$ cat src/rtl/fp_add_sub_sched.sv
// Round-robin scheduler that time-shares one fp_add_sub unit among N_REQ requesters,
// driving the unit's start/done/reset handshake and routing each result back to its issuer.
module fp_add_sub_sched #(
  parameter int N_REQ   = 2,
  parameter int TIMEOUT = 64
) (
  input  logic                 clk,
  input  logic                 reset,
  input  logic [N_REQ-1:0]     req,
  input  logic [N_REQ-1:0]     sub,
  input  logic [N_REQ*32-1:0]  a1_in,
  input  logic [N_REQ*32-1:0]  a2_in,
  output logic [N_REQ-1:0]     ack,
  output logic [N_REQ-1:0]     rsp_valid,
  output logic [31:0]          rsp_result,
  output logic                 rsp_err,
  output logic                 busy,
  output logic [31:0]          u_a1,
  output logic [31:0]          u_a2,
  output logic                 u_start,
  output logic                 u_reset,
  input  logic [31:0]          u_result,
  input  logic                 u_done
);

  localparam int GW = $clog2(N_REQ);
  localparam int CW = (TIMEOUT > 2) ? $clog2(TIMEOUT) : 1;
  localparam logic [CW-1:0] TMO_LAST = CW'((TIMEOUT > 0) ? TIMEOUT - 1 : 0);
  localparam logic [31:0] QNAN = 32'h7FC0_0000;

  typedef enum logic [2:0] {IDLE, ISSUE, WAIT, RESP, CLR, GAP} state_t;

  state_t          state, state_n;
  logic [GW-1:0]   ptr;
  logic [GW-1:0]   gsel;
  logic [CW-1:0]   cnt;
  logic            tmo;
  logic            rst_hold;

  // First requesting index strictly after p, wrapping; the smallest offset wins.
  function automatic logic [GW-1:0] rr_pick(input logic [N_REQ-1:0] r, input logic [GW-1:0] p);
    logic [GW-1:0] g;
    int            idx;
    g = p;
    for (int k = N_REQ; k >= 1; k--) begin
      idx = (int'(p) + k) % N_REQ;
      if (r[idx]) g = GW'(idx);
    end
    return g;
  endfunction

  assign gsel = rr_pick(req, ptr);
  assign tmo  = (TIMEOUT != 0) && (cnt == TMO_LAST);

  always_ff @(posedge clk) begin
    if (!reset) begin
      state      <= IDLE;
      ptr        <= GW'(N_REQ - 1);
      u_a1       <= '0;
      u_a2       <= '0;
      rsp_result <= '0;
      rsp_err    <= 1'b0;
      cnt        <= '0;
      rst_hold   <= 1'b1;
    end else begin
      state    <= state_n;
      rst_hold <= 1'b0;
      case (state)
        IDLE: begin
          if (|req) begin
            ptr  <= gsel;
            u_a1 <= a1_in[int'(gsel)*32 +: 32];
            u_a2 <= a2_in[int'(gsel)*32 +: 32] ^ {sub[gsel], 31'b0};
          end
        end
        ISSUE: cnt <= '0;
        WAIT: begin
          cnt <= cnt + 1'b1;
          if (u_done) begin
            rsp_result <= u_result;
            rsp_err    <= 1'b0;
          end else if (tmo) begin
            rsp_result <= QNAN;
            rsp_err    <= 1'b1;
          end
        end
        default: ;
      endcase
    end
  end

  // ptr holds the active grant from ISSUE through RESP
  always_comb begin
    state_n   = state;
    ack       = '0;
    rsp_valid = '0;
    u_start   = 1'b0;
    u_reset   = rst_hold;
    busy      = (state != IDLE);
    case (state)
      IDLE:  if (|req) state_n = ISSUE;
      ISSUE: begin
        ack[ptr] = 1'b1;
        u_start  = 1'b1;
        state_n  = WAIT;
      end
      WAIT:  if (u_done || tmo) state_n = RESP;
      RESP: begin
        rsp_valid[ptr] = 1'b1;
        state_n        = CLR;
      end
      CLR: begin
        u_reset = 1'b1;
        state_n = GAP;
      end
      GAP:     state_n = IDLE;
      default: state_n = IDLE;
    endcase
  end

endmodule
$ cat config.mk
export PLATFORM = sky130hd
export DESIGN_NAME = fp_add_sub_sched
export DESIGN_NICKNAME = d
export VERILOG_FILES = /design/src/rtl/fp_add_sub_sched.sv
export SDC_FILE = /design/constraint.sdc
export NUM_CORES = 1
export LEC_CHECK = 0
export CORE_AREA = 2 2 88 153
export CTS_BUF_LIST = sky130_fd_sc_hd__clkbuf_2 sky130_fd_sc_hd__clkbuf_4 sky130_fd_sc_hd__clkbuf_8
export DETAILED_ROUTE_END_ITERATION = 8
export DIE_AREA = 0 0 90 155
export HOLD_SLACK_MARGIN = 0.08
export PLACE_DENSITY = 0.92
export SLEW_MARGIN = 20
export SYNTH_ARGS = -nofsm -noshare
export SYNTH_HDL_FRONTEND = slang
export SYNTH_SLANG_ARGS = --single-unit
$ cat constraint.sdc
create_clock -name clk -period 1.5 [get_ports clk]
set_input_delay 0.3 -clock clk [delete_from_list [all_inputs] [get_ports clk]]
set_output_delay 0.3 -clock clk [all_outputs]
set_load 0.01 [all_outputs]
* Word-level counts from Yosys, hierarchy flattened
Index checks and enable logic that the tools add are counted.
Widths: inputs -> output; s select.
** Storage, ports and cells
- Bits in registers :: 108
- Logic and storage cells :: 63
- Input port bits :: 167
- Output and inout port bits :: 104
** Operators by class
- Equality and inequality tests :: 7
- $lt $le $gt $ge :: 5
- Bitwise logic cells :: 3
- Reduce and logical (&&, ||, !) cells :: 10
- Shift-type cells :: 2
- $add $sub $neg :: 3
- Mux-type cells :: 25
** Operators with widths (count)
- $shiftx 64x7->32 :: 2
- $mux 32 :: 2
- $xor 32x32->32 :: 1
- $mux 1 :: 16
- $pmux 3 s5 :: 1
- $pmux 6 s2 :: 1
- $add 6x1->6 const B :: 1
- $eq 3x2->1 const B :: 2
- $eq 6x6->1 const B :: 1
- $lt 2x3->1 const B :: 2
- $mux 3 :: 2
- $reduce_and 2->1 :: 3
- $lt 1x2->1 const B :: 2
- $mux 2 :: 2
- $ne 2x2->1 const B :: 2
- $reduce_bool 2->1 :: 2
- $eq 3x1->1 const B :: 1
- $eq 3x3->1 const B :: 1
- $logic_not 3->1 :: 1
- $reduce_bool 3->1 :: 1
- $add 1x1->1 const B :: 2
- $and 1x1->1 const A :: 2
- $reduce_or 2->1 :: 1
- $demux 1 s1 :: 1
- 3 further kinds :: 3

* Depth between registers and ports, before layout
Gate-level depths: netlist of run 1.
- Word-level depth :: 10
- Depth in mapped cells :: 6
- Depth with buffers taken out :: 4

* Worst setup path after synthesis of run 1
Ideal clock, no wire load.
- Path kind :: register to output
- Start :: register state[1]
- End :: output rsp_valid[0]
- Required time :: 1.200 ns
- Arrival :: 1.146 ns
- Buffers on the path :: 2
- Cell stages (with the launch flop) :: 5
- Path slack :: 0.054 ns
- Cell sequence :: dfxtp_1 -> buf_2 -> buf_1 -> nand2_1 -> nor3_1
** On the way
- Word-level cells in the longest chain between the ends :: 2
** RTL lines
- from (decl) :: line 33 : state_t state, state_n;
- from (signal assigned) :: line 66 : state <= state_n;
- $eq 3x2->1 :: line 100 : case (state)
- $mux 2 :: line 100
- to (decl) :: line 14 : output logic [N_REQ-1:0] rsp_valid,
Every way passes these cells.

* Worst setup path in the final report of run 1
- Start :: register state[2]
- End :: output ack[1]
** On the way
- Word-level cells in the longest chain between the ends :: 2
** RTL lines
- $eq 3x1->1 :: line 100
- $mux 2 :: line 100
- to (decl) :: line 13 : output logic [N_REQ-1:0] ack,
Every way passes these cells.

==> results.env, run 1 <==
MAX-VDD-IR-DROP_mV=0.603
MIN_PATH_TYPE='in -> reg'
POWER_W=0.0106
CLOCK-SINKS=108
POST_SYNTHESIS_INSTANCE_TOTAL=594
CP_SLOWEST_STAGE_DELAY_NS=0.44
FLOORPLAN.DIE.WIDTH_UM=90
SYNTH_WARNINGS=0
CP.ARRIVAL_NS=1.43
ANTENNA-DIODE-COUNT=0
CORE.ROWCOUNT=55
TOP_LEVEL_PORTS=271
NUM_VIAS=6392
FIRST_ITER_VIOLATIONS=314
GRT_MAX_DEGREE=62
LAYOUT-AREA-OVERHEAD-VS-SYNTH_PCT=88.8
DRV_CAP=0
POSTSYNTH.TOPFLOPCELL='dfxtp_1'
FINALSETUPVIOLATIONS=80
TIGHTEST_SLEW_NS=0.417
GLOBALROUTETOTALUTIL=0.308
ANTENNA_FOUND_INITIAL=0
GRT_PASS1_WL_MM=34.2
SYNTH_CELL_TYPES=49
FINAL.HOLD.WORST_SLACK_NS=0.338
FINALCOREUTILIZATION=0.737
VIOLATED_CHECKS='negative setup slack'
DRC_ERRORS=0
PATH_CLK_SLEW_NS=0.11
FINAL_MIN_PERIOD_OVER_CLOCK_PERIOD=1.15
PLACE.DETAILED.HPWL_MM=13.6
TRITONCTS='built'
SEQ_POWER_SHARE=0.339
TIMING.CRITICAL_PATH.FROM_TYPE='flip-flop'
PART_OF_THE_YOSYS_AREA_USED_FOR_SEQUENTIAL_ELEMENTS=0.433
CLOCKROOTBUFFER='clkbuf_8'
POWER.NET_SWITCHING_W=0.00373
PLACEMENT.CELL_AREA_SQ_UM=8080
SWITCHING_SHARE=0.351
WORST-PATH-MAX-FANOUT=4
POST_LAYOUT_NONFILLER_INSTANCES=1074
FIRST_GLOBAL_VIAS=6345
FINAL_WORST_CLOCK_SKEW_NS=0.0188
SETUP_REPAIR_AFTER_GLOBAL_ROUTING_MISSED_ITS_MARGIN='yes'
POST_DRT_ANTENNA_NETS=0
CRITICAL_PATH_REQUIRED_NS=1.20
MAX_FREQ_MHz=578
POSTSYNTHNETCOUNT=762
CRITICAL_PATH.ENDPOINT_TYPE='output pin'
SYNTHTOPCELLSBYAREA='dfxtp_1 43%, a311oi_1 11%, a21oi_1 6.9%'
CTS_HTREE_LEVELS=3
VIASPERCELL=5.95
P_COMB_FRAC=0.485
CRITPATHKIND='reg -> out'
CRITPATHLAUNCH='state[2]$_SDFFE_PN0P_'
POSTLAYOUTSETUPSLACKWORST_NS=-0.230
SYNTH_EDF_COUNT=0
PWR-SHARE-CLK=0.176
CTS.HOLD.BUFFERS_ADDED=0
SYNTH_TOP_CELLS_BY_COUNT='108 x dfxtp_1, 69 x a21oi_1, 68 x nand3_1'
GRT_OVERFLOW=0
SYNTH.CELL_AREA_SQ_UM=5000
WORST_HOLD_STARTPOINT='reset'
FLOORPLAN.DIE_AREA_SQ_UM=14000
SYNTH-SEQ-CELLS=108
ROUTABILITYCONGESTION=0.869
HOLD_VIOLATIONS=0
PLACED_CELLS=1010
TOTALWIRELENGTH_MM=23.2
CRITICAL_PATH_CELL_SEQUENCE='or3b_4, nor2_2, buf_2'
TIMING.RR.START='state[1]$_SDFFE_PN0P_'
DIE_H_UM=155
WL_PER_CELL_UM=21.6
FINALWORSTPATHREQUIREDPERIOD_NS=1.73
CRITPATHTOPFAMILY='simple AND/OR/NAND/NOR gates'
POSTSYNTHAREAPERCELL_SQ_UM=8.41
SYNTH_TOP_CELL_BY_AREA='dfxtp_1'
INTERNAL_POWER_W=0.00689
TOP_AREA_CELL_TYPE_SHARE_OF_THE_NETLIST_AREA=0.433
IO_BUFFERS=270
POWER.DENSITY_nW_PER_UM2=1130
MAX-CLOCK-PATH-BUFFERS=2
BUFFERS_INVERTERS_ON_CRITICAL_PATH=1
FLOORPLAN.INITIALDENSITY=0.390
ASYNC_FLOP_SHARE=0
POST_ROUTE_CELLS_DRIVE_ABOVE_1_SHARE=0.256
LAYOUT.CELL_AREA.NON_FILLER_SQ_UM=9430
TOTAL_LEAKAGE_POWER_nW=3.85
CORE_SQ_UM=12800
TRITONCTS.NUM_BUFFERS=9
CLOCK_LATENCY_NS=0.38
RUN_STATUS='complete, but fails checks'
DESIGN.FINAL.NETS=1066
WORST_PATH_MAX_DELAY_CELL='or3b_4'
YOSYS.CELL_COUNT.TOP_TYPE='dfxtp_1'
MAX_SLEW_HEADROOM_AT_THE_WORST_PIN=0.722
MAXSLEWVIOLCOUNT=0
DR.PASS1.ITERS=5
-- per-stage QoR --
| stage | TNS [ns] | setup WS [ns] |
|---|---|---|
| after floorplan | 0 | 0.0539 |
| after global placement | -27.44 | -0.357 |
| after detailed placement | -30.31 | -0.450 |
| after CTS | -8.03 | -0.186 |
| after global routing | -11.24 | -0.288 |
| final | -7.56 | -0.230 |
-- routing by layer --
metal / vias to the layer above / wire length, um / GRT usage
met3: 94 / 1530 / 0.0508
li1: 2864 / - / -
met4: 0 / 1360 / 0.161
met1: 3031 / 7700 / 0.317
met2: 403 / 12600 / 0.588
met5: - / 0 / 0
-- cells by family after synthesis --
kind of cell / synth area share
AND/OR/NAND/NOR: 0.156
flip-flops: 0.433
adder cells (fa/ha/maj): 0.00250
AO/OA/AOI/OAI: 0.320
buffers and inverters: 0.0834
XOR/XNOR: 0.00526
-- worst paths after layout --
check	to	depth (start not counted)	slack, ns
worst max-delay path	ack[1]	3	-0.23
worst min-delay path	state[0]$_SDFFE_PN0P_	4	0.34
worst max register to register	u_a2[3]$_SDFFE_PN0P_	8	-0.16
worst min register to register	rsp_result[11]$_SDFFE_PN0P_	2	0.48
-- power groups by stage --
stage	logic, W	registers, W	clock network (W)
after global placement	0.00359	0.00358	0
final	0.00515	0.00360	0.00187
after detailed placement	0.00367	0.00359	0
after CTS	0.00488	0.00357	0.00188
after floorplan	0.00155	0.00376	0
after global routing	0.00541	0.00364	0.00200
-- worst register-to-register path: cells and delay by family, from the launching register on --
family                 cells  cell delay [ns]
and+or+nand+nor            2             0.39
AOI/OAI and AO/OA          1             0.08
DFF                        1             0.36
buffers and inverters      5             0.71
-- state kept, by name, summed over array words and instances, names as in the netlist --
name / cells
rsp_result: 32
u_a1: 32
u_a2: 32
cnt: 6
state: 3
ptr: 1
rsp_err: 1
rst_hold: 1
-- final cells by class --
class	count	area (sq um)
clock inverter	6	68.8
clock buffer	10	131
fill	923	3370
tap	171	214
inverter	4	15.0
sequential	108	2170
timing repair buffer	371	3980
multi-input combinational	404	2850
-- repair_timing --
action	in CTS	in global routing
resized for setup	233	48
buffers inserted	25	14
cloned	15	6
pin swaps	65	10
setup endpoints to repair	190	105
-- cell usage in the layout, fill, tap and decap left out, types with 2 or more instances in the layout --
master,instances
clkdlybuf4s50_1,165
dfxtp_1,102
dlygate4sd2_1,97
nand3_1,67
o21ai_0,66
nand2_1,52
a311oi_1,49
a21oi_2,49
buf_4,42
buf_12,25
o22ai_1,23
a21oi_1,18
buf_6,17
a311oi_2,15
clkbuf_8,9
buf_16,8
o221a_2,7
buf_8,7
dfxtp_2,6
clkbuf_16,5
buf_2,5
a41oi_1,3
nor4b_1,3
o211ai_1,3
inv_6,3
or3b_4,2
inv_1,2
inv_2,2
nor2_2,2
nor3_2,2
or2_4,2
nor3_1,2
nand4bb_4,2
nand2b_1,2
nor2_1,2
xor2_1,2
a21oi_4,2
No activity file was read; power rests on OpenSTA's default activity.
==> run 2, diff against run 1 <==
--- a/config.mk
+++ b/config.mk
@@ -5,12 +5,14 @@
 export SDC_FILE = /design/constraint.sdc
 export NUM_CORES = 1
 export LEC_CHECK = 0
-export CORE_AREA = 2 2 88 153
+export CELL_PAD_IN_SITES_DETAIL_PLACEMENT = 1
+export CELL_PAD_IN_SITES_GLOBAL_PLACEMENT = 1
+export CORE_AREA = 2 2 104 182
 export CTS_BUF_LIST = sky130_fd_sc_hd__clkbuf_2 sky130_fd_sc_hd__clkbuf_4 sky130_fd_sc_hd__clkbuf_8
 export DETAILED_ROUTE_END_ITERATION = 8
-export DIE_AREA = 0 0 90 155
+export DIE_AREA = 0 0 106 184
 export HOLD_SLACK_MARGIN = 0.08
-export PLACE_DENSITY = 0.92
+export PLACE_DENSITY = 0.93
 export SLEW_MARGIN = 20
 export SYNTH_ARGS = -nofsm -noshare
 export SYNTH_HDL_FRONTEND = slang
==> constraint.sdc (replaced) <==
create_clock -name clk -period 1.77 [get_ports clk]
set_input_delay 0.354 -clock clk [delete_from_list [all_inputs] [get_ports clk]]
set_output_delay 0.354 -clock clk [all_outputs]
set_load 0.01 [all_outputs]
==> run 2 against run 1 <==
- final cell count up 1.4%
- cell area down 9.0%
- routed wire length down 4.7%
- global-route usage down 9.7 points
- the run now ends clean
==> results.env, run 2 (same netlist as run 1, synthesis figures left out) <==
TOP_LEVEL_PORTS=271  # unchanged
VIASPERCELL=5.44  # -8.7%
AREA_OF_COMBINATIONAL_CELLS_WITH_MULTIPLE_INPUTS_SQ_UM=2480  # -13%
TIGHTEST_SLEW_NS=0.461  # +0.0441 ns
IO_BUFFERS=270  # unchanged
PATH_CLK_SLEW_NS=0.10  # about the same
SETUP_REPAIR_AFTER_GLOBAL_ROUTING_MISSED_ITS_MARGIN='yes'
WORST-PATH-MAX-FANOUT=4  # unchanged
MAX-VDD-IR-DROP_mV=0.421  # -30%
CP.ARRIVAL_NS=1.39  # -0.04 ns
MAX-CLOCK-PATH-BUFFERS=2  # unchanged
DRV_CAP=0  # unchanged
POWER.DENSITY_nW_PER_UM2=960  # -15%
HOLD_VIOLATIONS=0  # unchanged
MAXSLEWVIOLCOUNT=0  # unchanged
CTS_HTREE_LEVELS=3  # unchanged
DIE_H_UM=184  # +19%
CORE_SQ_UM=18000  # +40%
LAYOUT-AREA-OVERHEAD-VS-SYNTH_PCT=71.9
HIGHEST_LAYER='met4'
ROUTABILITYCONGESTION=0.763  # -12%
FLOORPLAN.INITIALDENSITY=0.278  # -0.112
FILLERINSTANCES=2045  # +120%
MAX_FREQ_MHz=572
FINAL_CELL_MIX='262 x clkdlybuf4s50_1, 105 x dfxtp_1, 69 x a21oi_1'
DRC_ERRORS=0  # unchanged
FIRST_GLOBAL_VIAS=6214  # -2.1%
NUM_VIAS=5920  # -7.4%
MAX_SLEW_HEADROOM_AT_THE_WORST_PIN=0.692  # -0.0294
TRITONCTS.NUM_BUFFERS=9  # unchanged
P_COMB_FRAC=0.423  # -0.062
ANTENNA-DIODE-COUNT=0  # unchanged
MIN_PATH_TYPE='in -> reg'
GRT_MAX_DEGREE=62  # unchanged
PLACEMENT.CELL_AREA_SQ_UM=8150  # +0.88%
SWITCHING_SHARE=0.339  # -0.0118
POST_DRT_ANTENNA_NETS=0  # unchanged
POST_ROUTE_CELLS_DRIVE_ABOVE_1_SHARE=0.123  # -0.133
CLOCK-SINKS=108  # unchanged
CLOCK_LATENCY_NS=0.37  # about the same
FINAL_MIN_PERIOD_OVER_CLOCK_PERIOD=0.987
POWER.NET_SWITCHING_W=0.00280  # -25%
INTERNAL_POWER_W=0.00545  # -21%
FINALSETUPVIOLATIONS=0  # -100%
CRITPATHKIND='reg -> out'
FINAL.HOLD.WORST_SLACK_NS=0.420  # +0.0821 ns
TIMING.CRITICAL_PATH.FROM_TYPE='flip-flop'
CLOCKROOTBUFFER='clkbuf_8'
GRT_OVERFLOW=0  # unchanged
CRITICAL_PATH.ENDPOINT_TYPE='output pin'
GLOBALROUTETOTALUTIL=0.211  # -0.0968
ANTENNA_FOUND_INITIAL=0  # unchanged
PWR-SHARE-CLK=0.212  # +0.036
LAYOUT.CELLS.MOST_COMMON='clkdlybuf4s50_1'
FIRST_ITER_VIOLATIONS=298  # -5.1%
WL_MET3_MM=1.09  # -29%
FLOORPLAN.DIE_AREA_SQ_UM=19500  # +40%
WL_MET2_MM=12.2  # -3.6%
DR.PASS1.ITERS=4  # -1
CRITICAL_PATH_REQUIRED_NS=1.42  # +0.22 ns
PLACE.DETAILED.HPWL_MM=15.4  # +13%
SEQ_POWER_SHARE=0.364  # +0.025
TRITONCTS='built'
FINAL_WORST_CLOCK_SKEW_NS=0.0147  # -0.00403 ns
CORE.ROWCOUNT=65  # +18%
FINALWORSTPATHREQUIREDPERIOD_NS=1.75
TOTALWIRELENGTH_MM=22.1  # -4.7%
TOP_REGS='rsp_result: 32 flops, u_a1: 32 flops, u_a2: 32 flops'
GRT_PASS1_WL_MM=32.8  # -4.1%
LAYOUT.CELL_AREA.NON_FILLER_SQ_UM=8590  # -9.0%
CTS.HOLD.BUFFERS_ADDED=0  # unchanged
RUN_STATUS='complete, no violations'
TOTAL_LEAKAGE_POWER_nW=3.07  # -20%
FLOORPLAN.DIE.WIDTH_UM=106  # +18%
DRT-MET1-WL_MM=8.23  # +6.9%
REGAREA_SQ_UM=2170  # -0.17%
DESIGN.FINAL.NETS=1018  # -4.5%
WL_PER_CELL_UM=20.3  # -6.0%
## run 2: cell types whose count changed in the layout (fill, tap and decap cells not counted), sizes merged
cell,delta
clkbuf,-2
bufinv,+1
dlygate4sd2,-97
clkdlybuf4s50,+97
clkdlybuf4s15,+1
buf,-49
and2,+1
## run 2: stage by stage
step | TNS [ns] | utilization | power (W) | setup slack (ns) | cells
floorplan | 0 | - | 0.00450 | 0.270 | 594
finish | 0 | 0.478 | 0.00825 | 0.0221 | 1089
CTS | 0 | 0.467 | 0.00805 | 0.00111 | 1079
global route | -0.111 | 0.478 | 0.00869 | -0.0381 | 1089
detailed placement | -9.58 | 0.454 | 0.00625 | -0.188 | 1062
global placement | -8.00 | 0.454 | 0.00614 | -0.153 | 1062
## run 2: final timing paths
check / to / slack [ns] / start / cells past startpoint
setup / recovery: ack[1] / 0.02 / state[2]$_SDFFE_PN0P_ / 3
hold / removal: state[0]$_SDFFE_PN0P_ / 0.42 / reset / 4
setup reg to reg: u_a2[29]$_SDFFE_PN0P_ / 0.11 / state[0]$_SDFFE_PN0P_ / 7
hold reg to reg: rsp_result[16]$_SDFFE_PN0P_ / 0.47 / rsp_result[16]$_SDFFE_PN0P_ / 2
## run 2: power by group through the flow
| stage | Clock, W | Combinational, W | Sequential (W) |
|---|---|---|---|
| 2_1_floorplan | 0 | 0.00132 | 0.00319 |
| 3_3_place_gp | 0 | 0.00310 | 0.00304 |
| 3_5_place_dp | 0 | 0.00320 | 0.00305 |
| 4_1_cts | 0.00181 | 0.00324 | 0.00300 |
| 5_1_grt | 0.00189 | 0.00375 | 0.00305 |
| 6_report | 0.00175 | 0.00349 | 0.00301 |
## run 2: area by class of cell
class,instances,share of cell area
multi-input cells,405,0.288
repair buffers,322,0.397
flip-flops and latches,108,0.252
clock buffers,9,0.0144
well taps,234,0.0341
clock inverters,7,0.0122
inverters,4,0.00175
## run 2: routing by layer
| layer | global-route usage | vias up |
|---|---|---|
| li1 | - | 2762 |
| met1 | 0.219 | 2896 |
| met2 | 0.414 | 224 |
| met3 | 0.0383 | 38 |
| met4 | 0.0732 | 0 |
| met5 | 0 | - |
## run 2: critical path, stage by stage (launching register included)
cell and delay, ns:
dfxtp_2 0.35, or3b_4 0.43, nor2_1 0.11, buf_2 0.14
## run 2: timing repair
action,CTS,global route
buffers inserted,1,1
hold endpoints to repair,0,0
gates cloned,0,9
endpoints found under the setup margin,8,36
pin swaps,1,4
resized for setup,40,8
